File: src/rtl/pc_sequencer.sv
// Multi-cycle PC/IR sequencing FSM with optional exception support.
// Define PC_SEQ_EXC_EN to enable the invalid-opcode/overflow exception path (EXC_SAVE/EXC_VEC).
module pc_sequencer (
   input  logic       clk,
   input  logic       reset,
   input  logic [5:0] Opcode,
   input  logic [5:0] Funct,
   input  logic       Zero,
   input  logic       Overflow,
   input  logic       MemReady,
   output logic [1:0] PCSource,
   output logic       PCWrite,
   output logic       IRWrite,
   output logic       EPCWrite,
   output logic       VecSel,
   output logic       ExcCause
);

   localparam logic [5:0] OP_RTYPE = 6'b000000;
   localparam logic [5:0] OP_J     = 6'b000010;
   localparam logic [5:0] OP_JAL   = 6'b000011;
   localparam logic [5:0] OP_BEQ   = 6'b000100;
   localparam logic [5:0] OP_BNE   = 6'b000101;
   localparam logic [5:0] OP_ADDI  = 6'b001000;
   localparam logic [5:0] OP_COP0  = 6'b010000;
   localparam logic [5:0] OP_LW    = 6'b100011;
   localparam logic [5:0] OP_SW    = 6'b101011;
   localparam logic [5:0] FN_RFE   = 6'b010000;

   typedef enum logic [2:0] {
      FETCH    = 3'd0,
      DECODE   = 3'd1,
      EXEC     = 3'd2,
      BRANCH   = 3'd3,
      JUMP     = 3'd4,
      RFE      = 3'd5,
      EXC_SAVE = 3'd6,
      EXC_VEC  = 3'd7
   } state_t;

   state_t     state, state_nx;
   logic [5:0] op_q;
   logic       cause_q, cause_nx;
   logic [1:0] src;
   logic       pcw, irw, epcw, vsel, bad_op;

`ifndef PC_SEQ_EXC_EN
   logic unused_ovf;
   assign unused_ovf = Overflow;
`endif

   always_ff @(posedge clk) begin
      if (reset) begin
         state   <= FETCH;
         op_q    <= '0;
         cause_q <= 1'b0;
      end else begin
         state   <= state_nx;
         cause_q <= cause_nx;
         if (state == DECODE) op_q <= Opcode;
      end
   end

   always_comb begin
      state_nx = state;
      cause_nx = cause_q;
      src      = 2'b00;
      pcw      = 1'b0;
      irw      = 1'b0;
      epcw     = 1'b0;
      vsel     = 1'b0;
      bad_op   = 1'b0;
      case (state)
         FETCH: begin
            if (MemReady) begin
               pcw      = 1'b1;
               irw      = 1'b1;
               state_nx = DECODE;
            end
         end
         DECODE: begin
            case (Opcode)
               OP_J, OP_JAL:                    state_nx = JUMP;
               OP_BEQ, OP_BNE:                  state_nx = BRANCH;
               OP_RTYPE, OP_ADDI, OP_LW, OP_SW: state_nx = EXEC;
               OP_COP0: begin
                  if (Funct == FN_RFE) state_nx = RFE;
                  else                 bad_op   = 1'b1;
               end
               default:                         bad_op   = 1'b1;
            endcase
            if (bad_op) begin
`ifdef PC_SEQ_EXC_EN
               state_nx = EXC_SAVE;
               cause_nx = 1'b0;
`else
               state_nx = FETCH;
`endif
            end
         end
         EXEC: begin
            state_nx = FETCH;
`ifdef PC_SEQ_EXC_EN
            // overflow traps only for signed arithmetic, judged on the latched opcode
            if (Overflow && (op_q == OP_RTYPE || op_q == OP_ADDI)) begin
               state_nx = EXC_SAVE;
               cause_nx = 1'b1;
            end
`endif
         end
         BRANCH: begin
            src      = 2'b01;
            pcw      = (op_q == OP_BNE) ? ~Zero : Zero;
            state_nx = FETCH;
         end
         JUMP: begin
            src      = 2'b10;
            pcw      = 1'b1;
            state_nx = FETCH;
         end
         RFE: begin
            src      = 2'b11;
            pcw      = 1'b1;
            state_nx = FETCH;
         end
`ifdef PC_SEQ_EXC_EN
         EXC_SAVE: begin
            epcw     = 1'b1;
            state_nx = EXC_VEC;
         end
         EXC_VEC: begin
            src      = 2'b10;
            vsel     = 1'b1;
            pcw      = 1'b1;
            state_nx = FETCH;
         end
`endif
         default: state_nx = FETCH;
      endcase
   end

   // reset masks every output combinationally, not just from the next edge
   assign PCSource = reset ? 2'b00 : src;
   assign PCWrite  = reset ? 1'b0  : pcw;
   assign IRWrite  = reset ? 1'b0  : irw;
   assign EPCWrite = reset ? 1'b0  : epcw;
   assign VecSel   = reset ? 1'b0  : vsel;
   assign ExcCause = reset ? 1'b0  : cause_q;

endmodule

File: config.mk
export PLATFORM = sky130hd
export DESIGN_NAME = pc_sequencer
export DESIGN_NICKNAME = d
export VERILOG_FILES = /design/src/rtl/pc_sequencer.sv
export SDC_FILE = /design/constraint.sdc
export NUM_CORES = 1
export LEC_CHECK = 0
export ABC_AREA = 0
export CAP_MARGIN = 15
export CORE_MARGIN = 2
export CORE_UTILIZATION = 30
export DETAILED_ROUTE_END_ITERATION = 8
export PLACE_DENSITY = 0.64
export REMOVE_ABC_BUFFERS = 1
export SKIP_LAST_GASP = 1
export SYNTH_ARGS = -nofsm -noshare
export SYNTH_HDL_FRONTEND = slang
export SYNTH_SLANG_ARGS = --single-unit
File: constraint.sdc
create_clock -name clk -period 2.98 [get_ports clk]
set_clock_uncertainty 0.1 [all_clocks]
set_input_delay 0.298 -clock clk [delete_from_list [all_inputs] [get_ports clk]]
set_output_delay 0.298 -clock clk [all_outputs]
set_load 0.01 [all_outputs]
==> flow_metrics.tcl, run 1 <==
set metrics [dict create \
    status "finished, final reports clean" \
    required_ns 2.58 \
    drive_above_1_share_pct 6.41 \
    hold_violations 0 \
    start_util_pct 31.2 \
    rsz0062_at_grt "no" \
    post-dp-hpwl_um 778 \
    critPathMaxFanout 10 \
    setup_viol 0 \
    max_stage_delay_ns 0.58 \
    drcViolationCount 0 \
    clockBufferDepth 2 \
    via_per_inst 4.89 \
    setup.worst_path.end "IRWrite" \
    worst_ep_arrival_time_ns 1.87 \
    mostFrequentLayoutCells "20 x clkdlybuf4s50_1, 10 x dfxtp_1, 8 x nor2_1" \
    cts_resized 0 \
    overflow 0 \
    fin_crit_sh_pct 76.2 \
    synth_seq_area_share_pct 38.5 \
    period_minus_slack_ns 2.27 \
    drv_slew 0 \
    drv_cap 0 \
    final_common_cell "clkdlybuf4s50_1" \
    wl_um 992 \
    ff_latch_area_sq_um 200 \
    critPathCaptureType "primary output" \
    rr_endpoint "op_q[5]" \
    fin_util_pct 44.8 \
    clock-root-buffer "clkbuf_4" \
    ir_drop_mv 0.243 \
    dieArea_sq_um 2080 \
    crit_path_start "reset" \
    fillCellCount 163 \
    crit_buf_inv 2 \
    grt_antenna_before_repair 0 \
    drtIter0Drc 10 \
    grt_max_degree 11 \
    htree_levels 1 \
    synthCells 57 \
    std_cell_rows 15 \
    diodes 0 \
    die_h_um 45.7 \
    r2r_cells 3 \
    grt_use_met3_pct 3.57 \
    wl_per_cell_um 10.4 \
    hp-class "flip-flop to flip-flop" \
    crit_type "input pin to primary output" \
    globalRouteMet1Util_pct 14.4 \
    gp_congestion 0.739 \
    multi_input_area_sq_um 304 \
    start_kind "input pin" \
    leakage_nw 0.258 \
    fin_nets 97 \
    track_usage_pct 10.9 \
    hold_buffers 0 \
    clock_latency_ns 0.26 \
    vias 465 \
    fmax_ghz 0.441 \
    first_global_vias 349 \
    busiest_layer "met1" \
    yosysWarnings 0 \
    port_buffers 20 \
    path_common_cell "clkdlybuf4s50_1" \
    worstReg2RegStart "state[0]" \
    cts_made_buffers 3 \
    slowest_stage "clkdlybuf4s50_1" \
    first_pass_iters 4 \
    clk_pin_slew_ns 0.05 \
    syn_area_sq_um 520 \
    cts_setup_buffers 0 \
    cts_tree "built" \
    cts_sinks 10 \
    worst-path-stages 4 \
    ant_nets 0 \
    core_sq_um 1670 \
    r2r_setup_slack_ns 1.66 \
    critical_path.top_delay_family "buffers and inverters" \
    p_per_area_nw_per_um2 374 \
    use_met2_pct 13.2 \
    synth_area_per_cell_sq_um 9.13 \
    ys_seq_elements 10 \
    cp_cell_sequence "clkdlybuf4s50_1, nor2_1, and3b_1, clkdlybuf4s50_1" \
    ys_types 25 \
    final.setup.tns_ns 0 \
    grt_pass1_wl_um 1520 \
    io_pins 24 \
    die_w_um 45.7 \
    syn2layout_area_growth_pct 43.8 \
]
routing by layer:
metal | vias to the layer above | part of all wire [%]
met2 | 19 | 42
met1 | 199 | 50
li1 | 243 | -
met3 | 4 | 5.7
met5 | - | 0
met4 | 0 | 2.7
state kept, by name (all words and copies together), names as in the netlist:
signal    count
state         3
cause_nx      1
op_q          6
final cells by class:
type	count	share of cell area, %
repair buffers	20	26.8
flip-flops and latches	10	26.8
clock buffers	3	3.01
well taps	17	2.84
multi-input cells	45	40.6
worst min-delay path by stage:
stage / startpoint / endpoint / slack (ns) / depth (start not counted)
after floorplan: reset / op_q[0] / 0.27 / 1
after global placement: cause_nx / cause_nx / 0.36 / 1
after detailed placement: cause_nx / cause_nx / 0.36 / 1
after CTS: cause_nx / cause_nx / 0.37 / 1
after global routing: cause_nx / cause_nx / 0.39 / 1
final: cause_nx / cause_nx / 0.37 / 1
synth_stat cells:
| cell | instances | share of area, % |
|---|---|---|
| dfxtp_1 | 10 | 38 |
| nor2_1 | 8 | 5.8 |
| mux2i_1 | 6 | 12 |
| nor2b_1 | 3 | 3.6 |
| nor3_1 | 3 | 2.9 |
| a21oi_1 | 2 | 1.9 |
| buf_4 | 2 | 2.9 |
| nand3_1 | 2 | 1.9 |
| nand3b_1 | 2 | 2.9 |
| nor4b_1 | 2 | 3.4 |
| o21ai_0 | 2 | 1.9 |
| xnor2_1 | 2 | 3.4 |
| a2111oi_0 | 1 | 1.7 |
| a31oi_1 | 1 | 1.2 |
| and2_1 | 1 | 1.2 |
| and2b_2 | 1 | 1.7 |
| and3b_1 | 1 | 1.7 |
| buf_2 | 1 | 0.96 |
| conb_1 | 1 | 0.72 |
| nand2_1 | 1 | 0.72 |
| nand4bb_1 | 1 | 2.2 |
| nor3b_1 | 1 | 1.4 |
| nor3b_4 | 1 | 3.6 |
| nor4_1 | 1 | 1.2 |
| or2_1 | 1 | 1.2 |
logic make-up (layout without fill, tap and decap cells):
| group | count (synthesis) | count (layout) | share of synthesized area, % |
|---|---|---|---|
| buf+inv | 3 | 23 | 3.84 |
| flops | 10 | 10 | 38.5 |
| compound gates | 6 | 6 | 6.73 |
| other cells | 1 | 2 | 0.720 |
| simple gates | 29 | 29 | 35.3 |
| xor+xnor | 2 | 2 | 3.37 |
| mux | 6 | 6 | 11.5 |
through the flow:
stage	power (mW)	cell area (sq um)	cells	setup slack, ns	hold WS, ns
after floorplan	0.165	504	55	1.60	0.270
after global placement	0.196	726	92	0.680	0.358
after detailed placement	0.197	726	92	0.687	0.359
after CTS	0.286	748	95	0.687	0.367
after global routing	0.297	748	95	0.604	0.389
final	0.279	748	95	0.710	0.366
worst reg2reg max path, stage by stage (launching register included):
cell	delay, ns
dfxtp_1	0.38
nor3b_4	0.43
mux2i_1	0.24
nor2_1	0.05
where the power goes:
part           internal, mW  switching, mW
Clock                0.0463         0.0397
Sequential            0.139        0.00306
Combinational        0.0321         0.0196
No activity file was read; power rests on OpenSTA's default activity.
==> run 2, diff against run 1 <==
- PLACE_DENSITY: 0.64 -> 0.67
- clock period: 2.98 -> 1.82 ns (I/O delays scaled with it)
==> run 2 against run 1 <==
Sequential power grew 64%. First-iteration DRC count shrank 40%. Clock-buffer cell count is the same. Clock power grew 65%. Critical endpoint is now PCSource[1]. Largest cell class unchanged.
==> flow_metrics.tcl, run 2 (synthesis results as in run 1) <==
set metrics [dict create \
    status "finished, final reports clean" \
    preCtsSetupSlack_ns -0.0144 \
    leakage_nw 0.324 \
    max_stage_delay_ns 0.52 \
    hold_violations 0 \
    p_per_area_nw_per_um2 590 \
    drtIter0Drc 6 \
    grt_pass1_wl_um 1730 \
    final.setup.tns_ns 0 \
    clk_pin_slew_ns 0.06 \
    grt_antenna_before_repair 0 \
    required_ns 1.54 \
    start_kind "input pin" \
    track_usage_pct 11.9 \
    drv_cap 0 \
    die_h_um 45.7 \
    hp-start "cause_nx" \
    setup_viol 0 \
    start_util_pct 31.2 \
    ir_drop_mv 0.408 \
    diodes 0 \
    fmax_ghz 0.570 \
    hold_buffers 0 \
    worst_ep_arrival_time_ns 1.47 \
    largest_reg_flops 6 \
    critPathMaxFanout 4 \
    htree_levels 1 \
    period_minus_slack_ns 1.76 \
    std_cell_rows 15 \
    via_per_inst 4.88 \
    dieArea_sq_um 2080 \
    stdcell_count 99 \
    top_register "op_q" \
    placed_cells 95 \
    drive_above_1_share_pct 15.9 \
    worstReg2RegStart "state[1]" \
    vias 483 \
    clock_latency_ns 0.25 \
    cts_made_buffers 3 \
    crit_type "input pin to primary output" \
    hp-class "flip-flop to flip-flop" \
    fin_util_pct 47.3 \
    overflow 0 \
    crit_buf_inv 2 \
    final_common_cell "clkdlybuf4s50_1" \
    slowest_stage "clkdlybuf4s50_1" \
    mostFrequentLayoutCells "16 x clkdlybuf4s50_1, 8 x dfxtp_1, 7 x nor2_1" \
    cts_sinks 10 \
    drv_slew 0 \
    cp_cell_sequence "clkdlybuf4s50_1, nor2_2, and2_1, clkdlybuf4s50_1" \
    first_pass_iters 3 \
    wl_um 1100 \
    path_common_cell "clkdlybuf4s50_1" \
    port_buffers 20 \
    crit_path_start "reset" \
    io_pins 24 \
    clockBufferDepth 2 \
    wl_per_cell_um 11.1 \
    critPathCaptureType "primary output" \
    ant_nets 0 \
    fin_nets 101 \
    fin_crit_sh_pct 96.5 \
    die_w_um 45.7 \
    grt_max_degree 8 \
    post-dp-hpwl_um 878 \
    setup_ws_ns 0.0645 \
    core_sq_um 1670 \
    clock-root-buffer "clkbuf_4" \
    first_global_vias 416 \
    syn2layout_area_growth_pct 51.9 \
    cts_tree "built" \
    critical_path.top_delay_family "buffers and inverters" \
    gp_congestion 0.723 \
    drcViolationCount 0 \
]
-- run 2: layout make-up --
class | count | area, sq um
Fill cell | 166 | 880
Sequential cell | 10 | 203
Multi-Input combinational cell | 45 | 312
Tap cell | 17 | 21.3
Clock buffer | 3 | 22.5
Timing Repair Buffer | 24 | 233
-- run 2: where the power goes --
part	switching (mW)	internal, mW	total, mW
Clock	0.0663	0.0759	0.142
Combinational	0.0343	0.0573	0.0916
Sequential	0.00554	0.227	0.233
Total	0.106	0.361	0.467
-- run 2: repair_timing --
item | in CTS | in global routing
setup endpoints to repair | 3 | 3
pin swaps | 0 | 1
gates resized for setup | 6 | 2
setup buffers | 0 | 1
-- run 2: through the flow --
stage	hold slack (ns)	area, sq um	power (mW)
final	0.355	791	0.467
after global routing	0.376	791	0.498
after CTS	0.363	778	0.475
after detailed placement	0.355	748	0.328
after global placement	0.355	748	0.326
after floorplan	0.154	504	0.271
-- run 2: metal layers --
metal	GRT usage [%]	up-vias	part of all wire (%)
met1	15.4	219	46
met5	0	-	0
met2	17.2	12	49
li1	-	250	-
met4	8.82	0	0.73
met3	2.38	2	4.7
-- run 2: final timing paths --
kind                               endpoint  slack (ns)  cells past startpoint
worst max-delay path            PCSource[1]        0.06                      4
worst min-delay path               cause_nx        0.36                      1
worst max register to register     state[0]        0.47                      6
worst min register to register     cause_nx        0.36                      1
==> run 3, diff against run 2 <==
- ABC_CLOCK_PERIOD_IN_PS: not set -> 1820
==> results of run 3 <==
The final DEF is identical to that of run 2; final timing and power are the same.
